### src/rtl/integrator_controller.sv
// integrator_controller
// Sequences one integration pass per tick: walks every neuron and, for each
// neuron, every axon. It issues read addresses to the synapse and spike
// memories and aligns the integrator strobes with the data that returns one
// cycle later. Each finished neuron index is handed to the leak/threshold
// stage over a valid/ready handshake.
module integrator_controller #(
  parameter int NUM_AXONS         = 256,
  parameter int NUM_NEURONS       = 256,
  parameter int AXON_ADDR_WIDTH   = 8,
  parameter int NEURON_ADDR_WIDTH = 8
) (
  input  logic                         clk,
  input  logic                         rst,
  input  logic                         tick,
  input  logic                         spike_in,
  input  logic                         synapse_in,
  output logic [AXON_ADDR_WIDTH-1:0]   axon_addr,
  output logic [NEURON_ADDR_WIDTH-1:0] neuron_addr,
  output logic                         next_neuron,
  output logic                         integrator_reg_en,
  output logic                         weight_en,
  output logic                         out_valid,
  output logic [NEURON_ADDR_WIDTH-1:0] out_neuron,
  input  logic                         out_ready,
  output logic                         busy,
  output logic                         done,
  output logic                         tick_overrun
);

  localparam logic [AXON_ADDR_WIDTH-1:0]   LAST_AXON   = AXON_ADDR_WIDTH'(NUM_AXONS - 1);
  localparam logic [NEURON_ADDR_WIDTH-1:0] LAST_NEURON = NEURON_ADDR_WIDTH'(NUM_NEURONS - 1);

  typedef enum logic [1:0] {
    ST_IDLE   = 2'd0,
    ST_RUN    = 2'd1,
    ST_DRAIN  = 2'd2,
    ST_OUTPUT = 2'd3
  } state_e;

  state_e                         state_q, state_d;
  logic [AXON_ADDR_WIDTH-1:0]     axon_q, axon_d;
  logic [NEURON_ADDR_WIDTH-1:0]   neuron_q, neuron_d;
  logic                           overrun_q, overrun_d;
  logic                           done_q, done_d;
  logic                           busy_q;
  logic                           out_valid_q;
  logic [AXON_ADDR_WIDTH-1:0]     axon_addr_q;
  logic                           exec_valid_q;
  logic                           exec_first_q;
  logic                           tick_accept;
  logic                           hit;

  // A tick is taken only from a settled IDLE; the done cycle still belongs
  // to the finishing pass, so a tick landing on it is dropped.
  assign tick_accept = tick & (state_q == ST_IDLE) & ~done_q;

  // Next-state logic for the pass sequencer and its counters.
  always_comb begin
    state_d   = state_q;
    axon_d    = axon_q;
    neuron_d  = neuron_q;
    done_d    = 1'b0;
    overrun_d = overrun_q;

    if (tick && (state_q != ST_IDLE)) begin
      overrun_d = 1'b1;
    end

    case (state_q)
      ST_IDLE: begin
        if (tick_accept) begin
          state_d   = ST_RUN;
          axon_d    = '0;
          neuron_d  = '0;
          overrun_d = 1'b0;
        end
      end
      ST_RUN: begin
        // The axon counter parks on the last axon rather than wrapping.
        if (axon_q == LAST_AXON) begin
          state_d = ST_DRAIN;
        end else begin
          axon_d = axon_q + AXON_ADDR_WIDTH'(1);
        end
      end
      ST_DRAIN: begin
        // One cycle for the execute stage to absorb the last axon's data.
        state_d = ST_OUTPUT;
      end
      ST_OUTPUT: begin
        if (out_ready) begin
          if (neuron_q == LAST_NEURON) begin
            state_d = ST_IDLE;
            done_d  = 1'b1;
          end else begin
            state_d  = ST_RUN;
            neuron_d = neuron_q + NEURON_ADDR_WIDTH'(1);
            axon_d   = '0;
          end
        end
      end
      default: begin
        state_d = ST_IDLE;
      end
    endcase
  end

  // Sequencer state, counters and registered status outputs.
  always_ff @(posedge clk or negedge rst) begin
    if (!rst) begin
      state_q     <= ST_IDLE;
      axon_q      <= '0;
      neuron_q    <= '0;
      overrun_q   <= 1'b0;
      done_q      <= 1'b0;
      busy_q      <= 1'b0;
      out_valid_q <= 1'b0;
      axon_addr_q <= '0;
    end else begin
      state_q     <= state_d;
      axon_q      <= axon_d;
      neuron_q    <= neuron_d;
      overrun_q   <= overrun_d;
      done_q      <= done_d;
      busy_q      <= (state_d != ST_IDLE);
      out_valid_q <= (state_d == ST_OUTPUT);
      // Address bus is driven only while axons are actually being read.
      axon_addr_q <= (state_d == ST_RUN) ? axon_d : '0;
    end
  end

  // Execute stage: delays RUN and first-axon markers by the memory latency.
  always_ff @(posedge clk or negedge rst) begin
    if (!rst) begin
      exec_valid_q <= 1'b0;
      exec_first_q <= 1'b0;
    end else begin
      exec_valid_q <= (state_q == ST_RUN);
      exec_first_q <= (axon_q == '0);
    end
  end

  // Spike and synapse bits arrive aligned with the execute stage.
  assign hit = spike_in & synapse_in;

  assign next_neuron       = exec_valid_q & exec_first_q;
  assign weight_en         = exec_valid_q & hit;
  assign integrator_reg_en = exec_valid_q & (exec_first_q | hit);

  assign axon_addr    = axon_addr_q;
  assign neuron_addr  = neuron_q;
  assign out_neuron   = neuron_q;
  assign out_valid    = out_valid_q;
  assign busy         = busy_q;
  assign done         = done_q;
  assign tick_overrun = overrun_q;

endmodule

### config.mk
export PLATFORM = sky130hd
export DESIGN_NAME = integrator_controller
export DESIGN_NICKNAME = d
export VERILOG_FILES = /design/src/rtl/integrator_controller.sv
export SDC_FILE = /design/constraint.sdc
export NUM_CORES = 1
export LEC_CHECK = 0
export ABC_CLOCK_PERIOD_IN_PS = 1900
export BUFFER_PORTS_ARGS = -buffer_cell sky130_fd_sc_hd__buf_4
export CAP_MARGIN = 20
export CORE_UTILIZATION = 40
export DETAILED_ROUTE_END_ITERATION = 12
export PLACE_DENSITY_LB_ADDON = 0.25
export SYNTH_ARGS = -nofsm -noshare
export SYNTH_HDL_FRONTEND = slang
export SYNTH_SLANG_ARGS = --single-unit
export TNS_END_PERCENT = 100
### constraint.sdc
create_clock -name clk -period 1.9 [get_ports clk]
set_input_delay 0.19 -clock clk [delete_from_list [all_inputs] [get_ports clk]]
set_output_delay 0.19 -clock clk [all_outputs]
set_load 0.1 [all_outputs]
## After elaboration in Yosys (flattened, before gate mapping)

Cells that the tools add are included.

- Eq/ne operators: 10
- $add $sub $neg: 2
- Reduce and logical (&&, ||, !) cells: 7
- Multiplexer cells: 21
- Bitwise operators: 8

Operators by type and width:

| cell | count |
|---|---|
| 2-to-1 mux 8 bit | 8 |
| one-hot mux 8 bit (3 select lines) | 1 |
| adder 8 x 1 -> 8 bit, second input constant | 2 |
| == test 8 bit, second input constant | 2 |
| one-hot mux 8 bit (2 select lines) | 1 |
| zero test 8 bit | 1 |
| one-hot mux 2 bit (4 select lines) | 1 |
| 2-to-1 mux 1 bit | 7 |
| bitwise AND 1 bit | 6 |
| == test 2 bit, second input constant | 3 |
| 2-to-1 mux 2 bit | 3 |
| != test 2 bit, second input constant | 3 |
| nonzero test 2 bit | 3 |
| == test 2 x 1 -> 1 bit, second input constant | 2 |
| AND reduction 4 bit | 1 |
| zero test 2 bit | 1 |
| logical AND 1 bit | 1 |
| inverter 1 bit | 1 |
| OR 1 bit | 1 |

- Input bits: 6
- Output and inout bits: 31
- Register bits: 32
- Logic and storage cells: 58

## Depth between registers and ports, before layout

- Depth in word-level cells: 7
- Gate-level depth with buffers: 6
- Depth with buffers taken out: 5

## Least setup slack after synthesis

Ideal clock, no wire load.

- Kind: flip-flop to flip-flop
- From: reg neuron_q[1] (netlist: neuron_addr[1])
- To: reg axon_addr_q[6] (netlist: axon_addr[6])
- Required time: 1,813 ps
- Path slack: -459 ps
- Arrival: 2,272 ps
- Path buffers: 0
- Setup time: 87 ps
- Stages on the path, launching flop included: 6
- Path through: dfrtp_1 > ha_1 > nand4_1 > o211ai_1 > nand2_1 > a211oi_2

- Cells in the longest elaborated chain, start to end: 6

RTL lines:

| what | line | text |
|---|---|---|
| start, declared | 43 | `logic [NEURON_ADDR_WIDTH-1:0] neuron_q, neuron_d;` |
| start signal, assigned | 123 | `neuron_q <= neuron_d;` |
| == test 8 bit * | 93 | `if (neuron_q == LAST_NEURON) begin` |
| 2-to-1 mux 1 bit | 93 |  |
| 2-to-1 mux 2 bit | 92 | `if (out_ready) begin` |
| one-hot mux 2 bit (4 select lines) | 70 | `case (state_q)` |
| == test 2 x 1 -> 1 bit | 129 | `axon_addr_q <= (state_d == ST_RUN) ? axon_d : '0;` |
| 2-to-1 mux 8 bit * | 129 |  |
| end signal, assigned | 129 |  |
| end, declared | 48 | `logic [AXON_ADDR_WIDTH-1:0] axon_addr_q;` |

Mark *: on every way between the ends. The rest lies on a longest branch, timed or not.
A chain may end at the register's enable or synchronous reset.

## Worst setup path after layout

- From: reg axon_q[0]
- To: reg axon_q[0]

- Cells in the longest elaborated chain, start to end: 3

RTL lines:

| what | line | text |
|---|---|---|
| start, declared | 42 | `logic [AXON_ADDR_WIDTH-1:0] axon_q, axon_d;` |
| start signal, assigned | 122 | `axon_q <= axon_d;` |
| adder 8 x 1 -> 8 bit, or another cell as far along | 84 | `axon_d = axon_q + AXON_ADDR_WIDTH'(1);` |
| 2-to-1 mux 8 bit, on equally long branches | 81, 92 |  |
| one-hot mux 8 bit (3 select lines) * | 70 |  |
| via axon_d[0] | 42 |  |

Mark *: on every way through the listed nets, which the timed path passes. The rest lies on a longest branch.

==> impl_metrics.yaml <==
run_status:
  status: "complete, no violations"
finish:
  finalNonFillerCells: 247
  nets: 208
  area_growth_pct: 26.0
  n_antenna_cell: 0
  drive_above_1_share: 0.362
  fin_util: 0.548
  design_area_um2: 2080
global_routing:
  grt_start_max_net_pins: 33
  grt_usage: 0.194
  grt_pass1_vias: 1268
  antenna_found_initial: 0
  overflow: 0
  grt_pass1_wl_mm: 6.14
synthesis:
  syn_area_um2: 1650
  postSynthAreaPerCell_um2: 10.3
  synthMuxAreaShare: 0.0182
  synthSimpleGateAreaFrac: 0.223
  async_flop_share: 1.00
  ys_ff_latch: 32
  yosysWarnings: 0
  synth_xor_area_frac: 0.0212
  synth-compound-area-share: 0.161
  syn-num-nets: 170
  yosysUniqueCellTypes: 47
  synth_fa_ha_area_frac: 0.0227
  synth_edf_count: 0
  syn_inst: 161
  ys.flop_type: "dfrtp_1"
  seq_area_frac_synth: 0.485
  synth_top_family_by_area: "simple AND/OR/NAND/NOR gates"
routing:
  final_antenna_net_count: 0
  vias: 1356
  drt_iter0_drc: 56
  drc_errors: 0
  drt_wl_total_mm: 3.55
  viasPerCell: 5.49
  wl_per_cell_um: 14.4
  drt_first_pass_iters: 4
min_path:
  whs_endpoint: "out_valid$_DFF_PN0_"
  min_path_type: "input pin to flop"
  hp-start: "out_ready"
  whs_path_depth: 2
place:
  placed_cells: 239
  place_congestion: 0.840
  port_buffers: 36
  dp_slack_ns: 0.0988
  place_area_um2: 1970
  place_hpwl_mm: 2.57
floorplan:
  ios: 37
  fp.dieW_um: 66.3
  die_h_um: 66.3
  initial_utilization: 0.435
  num_rows: 22
  fp.coreArea_um2: 3800
  die_area_um2: 4390
setup_path:
  startpoint_type: "flop"
  end_kind: "flop"
  r2r_end: "axon_q[0]$_DFF_PN0_"
  cp_max_fo: 8
  crit_required_ns: 2.08
  worstRegToRegCells: 5
  worst_ep_arrival_time_ns: 1.94
  worstSetupPathType: "flop to flop"
  reg2reg_from: "axon_q[0]$_DFF_PN0_"
  ff2ff_setup_slack_ns: 0.14
timing:
  maxSlewViolCount: 0
  fin_crit_ns: 1.76
  finalWorstSetupSlack_ns: 0.142
  finalSetupViolCount: 0
  period_share: 0.925
  tightest_slew_ns: 0.401
  fin_worst_skew_ns: 0.00297
  finalHoldViolations: 0
  slew_headroom: 0.733
  rsz0062_at_grt: "false"
  max_clock_freq_ghz: 0.569
  finalSetupTns_ns: 0
pwr:
  ir_drop_mv: 0.744
  leakage_nw: 0.971
  p_per_area_nw_per_um2: 1210
clock_tree:
  tritoncts.num_buffers: 5
  cts-root-buf: "clkbuf_8"
  htreeDepth: 2
  tritoncts: "built"
  clk_latency_ns: 0.28
  clock_path_buffers: 2
  path_clk_slew_ns: 0.06
  clock_sinks: 32
run:
  maxCapViolCount: 0
final cells by class:
cell class              instances  area [µm²]
repair buffers                 44         333
well taps                      48        60.1
clock buffers                   7        96.3
fillers                       349        1720
multi-input cells             110         752
inverters                       6        22.5
flip-flops and latches         32         817
registers in the layout, indices dropped and copies added (netlist names), 2 cells and up:
register	cells
axon_addr	8
axon_q	8
neuron_addr	8
state_q	2
worst max-delay path: stages (launching register included):
cell	delay, ns
dfrtp_1	0.43
ha_2	0.24
nand4_1	0.12
nor3_1	0.07
or4_4	0.59
a21o_1	0.21
logic make-up (layout without fill, tap and decap cells):
logic type	count (synthesis)	in the layout
buffers and inverters	19	57
muxes	3	3
xor gates and xnor gates	4	4
adders and majority gates	3	3
and+or+nand+nor	65	65
DFF	32	32
AOI/OAI and AO/OA	35	35
synth_stat cells, types with 2 or more instances:
master,count,area (µm²)
a211oi_1,3,22.5
a211oi_2,2,25.0
a21o_1,2,15.0
a21oi_1,8,40.0
a32o_1,2,20.0
and2_1,2,12.5
and3_1,6,37.5
and4_1,2,17.5
buf_2,4,20.0
buf_4,8,60.1
dfrtp_1,32,801
ha_1,3,37.5
inv_1,5,18.8
mux2i_1,3,30.0
nand2_1,12,45.0
nand2b_1,3,18.8
nand3_1,10,50.1
nand4_1,6,37.5
nor2_1,11,41.3
nor3_1,3,15.0
o2111ai_1,2,17.5
o211ai_1,2,15.0
o21ai_0,3,15.0
or2_2,2,12.5
xnor2_1,3,26.3
what timing repair did:
action,4_1_cts,5_1_grt
setup endpoints to repair,0,2
buffers inserted,0,0
endpoints found under the hold margin,32,0
hold buffers,1,0
resized for setup,0,1
layer usage:
metal,wire [µm],up-vias,track usage
li1,-,662,-
met1,1630,648,0.250
met2,1680,41,0.288
met3,190,5,0.0690
met4,50,0,0.0904
met5,0,-,0
layout by cell type (no fill, tap or decap), types with 2 or more instances in the layout:
| cell | count |
|---|---|
| a32o_1 | 2 |
| a211oi_1 | 3 |
| xnor2_1 | 3 |
| or2_2 | 2 |
| a21oi_1 | 8 |
| o21ai_0 | 3 |
| dfrtp_4 | 2 |
| dfrtp_2 | 7 |
| nor3_1 | 3 |
| a211oi_2 | 2 |
| and3_1 | 6 |
| nand4_1 | 6 |
| a21o_1 | 2 |
| nand2_1 | 12 |
| nand2b_1 | 3 |
| inv_1 | 5 |
| o211ai_1 | 2 |
| and4_1 | 2 |
| clkbuf_8 | 7 |
| and2_1 | 2 |
| dfrtp_1 | 23 |
| nor2_1 | 11 |
| nand3_1 | 10 |
| buf_4 | 43 |
| o2111ai_1 | 2 |
| mux2i_1 | 3 |
where the power goes:
part,internal (mW),switching [mW]
logic,0.257,0.751
clock network,0.322,0.240
registers,0.809,0.132
worst max path at each step:
stage	from	endpoint	slack (ns)	cells past startpoint
floorplan	neuron_addr[1]$_DFFE_PN0P_	axon_q[0]$_DFF_PN0_	-0.03	6
global placement	axon_q[0]$_DFF_PN0_	axon_q[0]$_DFF_PN0_	0.18	5
detailed placement	axon_q[0]$_DFF_PN0_	axon_q[0]$_DFF_PN0_	0.1	5
CTS	axon_q[0]$_DFF_PN0_	axon_q[0]$_DFF_PN0_	0.09	5
global route	axon_q[0]$_DFF_PN0_	axon_q[0]$_DFF_PN0_	0.04	5
finish	axon_q[0]$_DFF_PN0_	axon_q[0]$_DFF_PN0_	0.14	5
per-stage QoR:
| step | hold slack [ns] | total power [mW] |
|---|---|---|
| CTS | 0.147 | 2.52 |
| global route | 0.155 | 2.65 |
| floorplan | -0.106 | 1.72 |
| global placement | 0.145 | 1.93 |
| detailed placement | 0.155 | 1.95 |
| finish | 0.154 | 2.51 |
(Power assumes the default switching activity.)
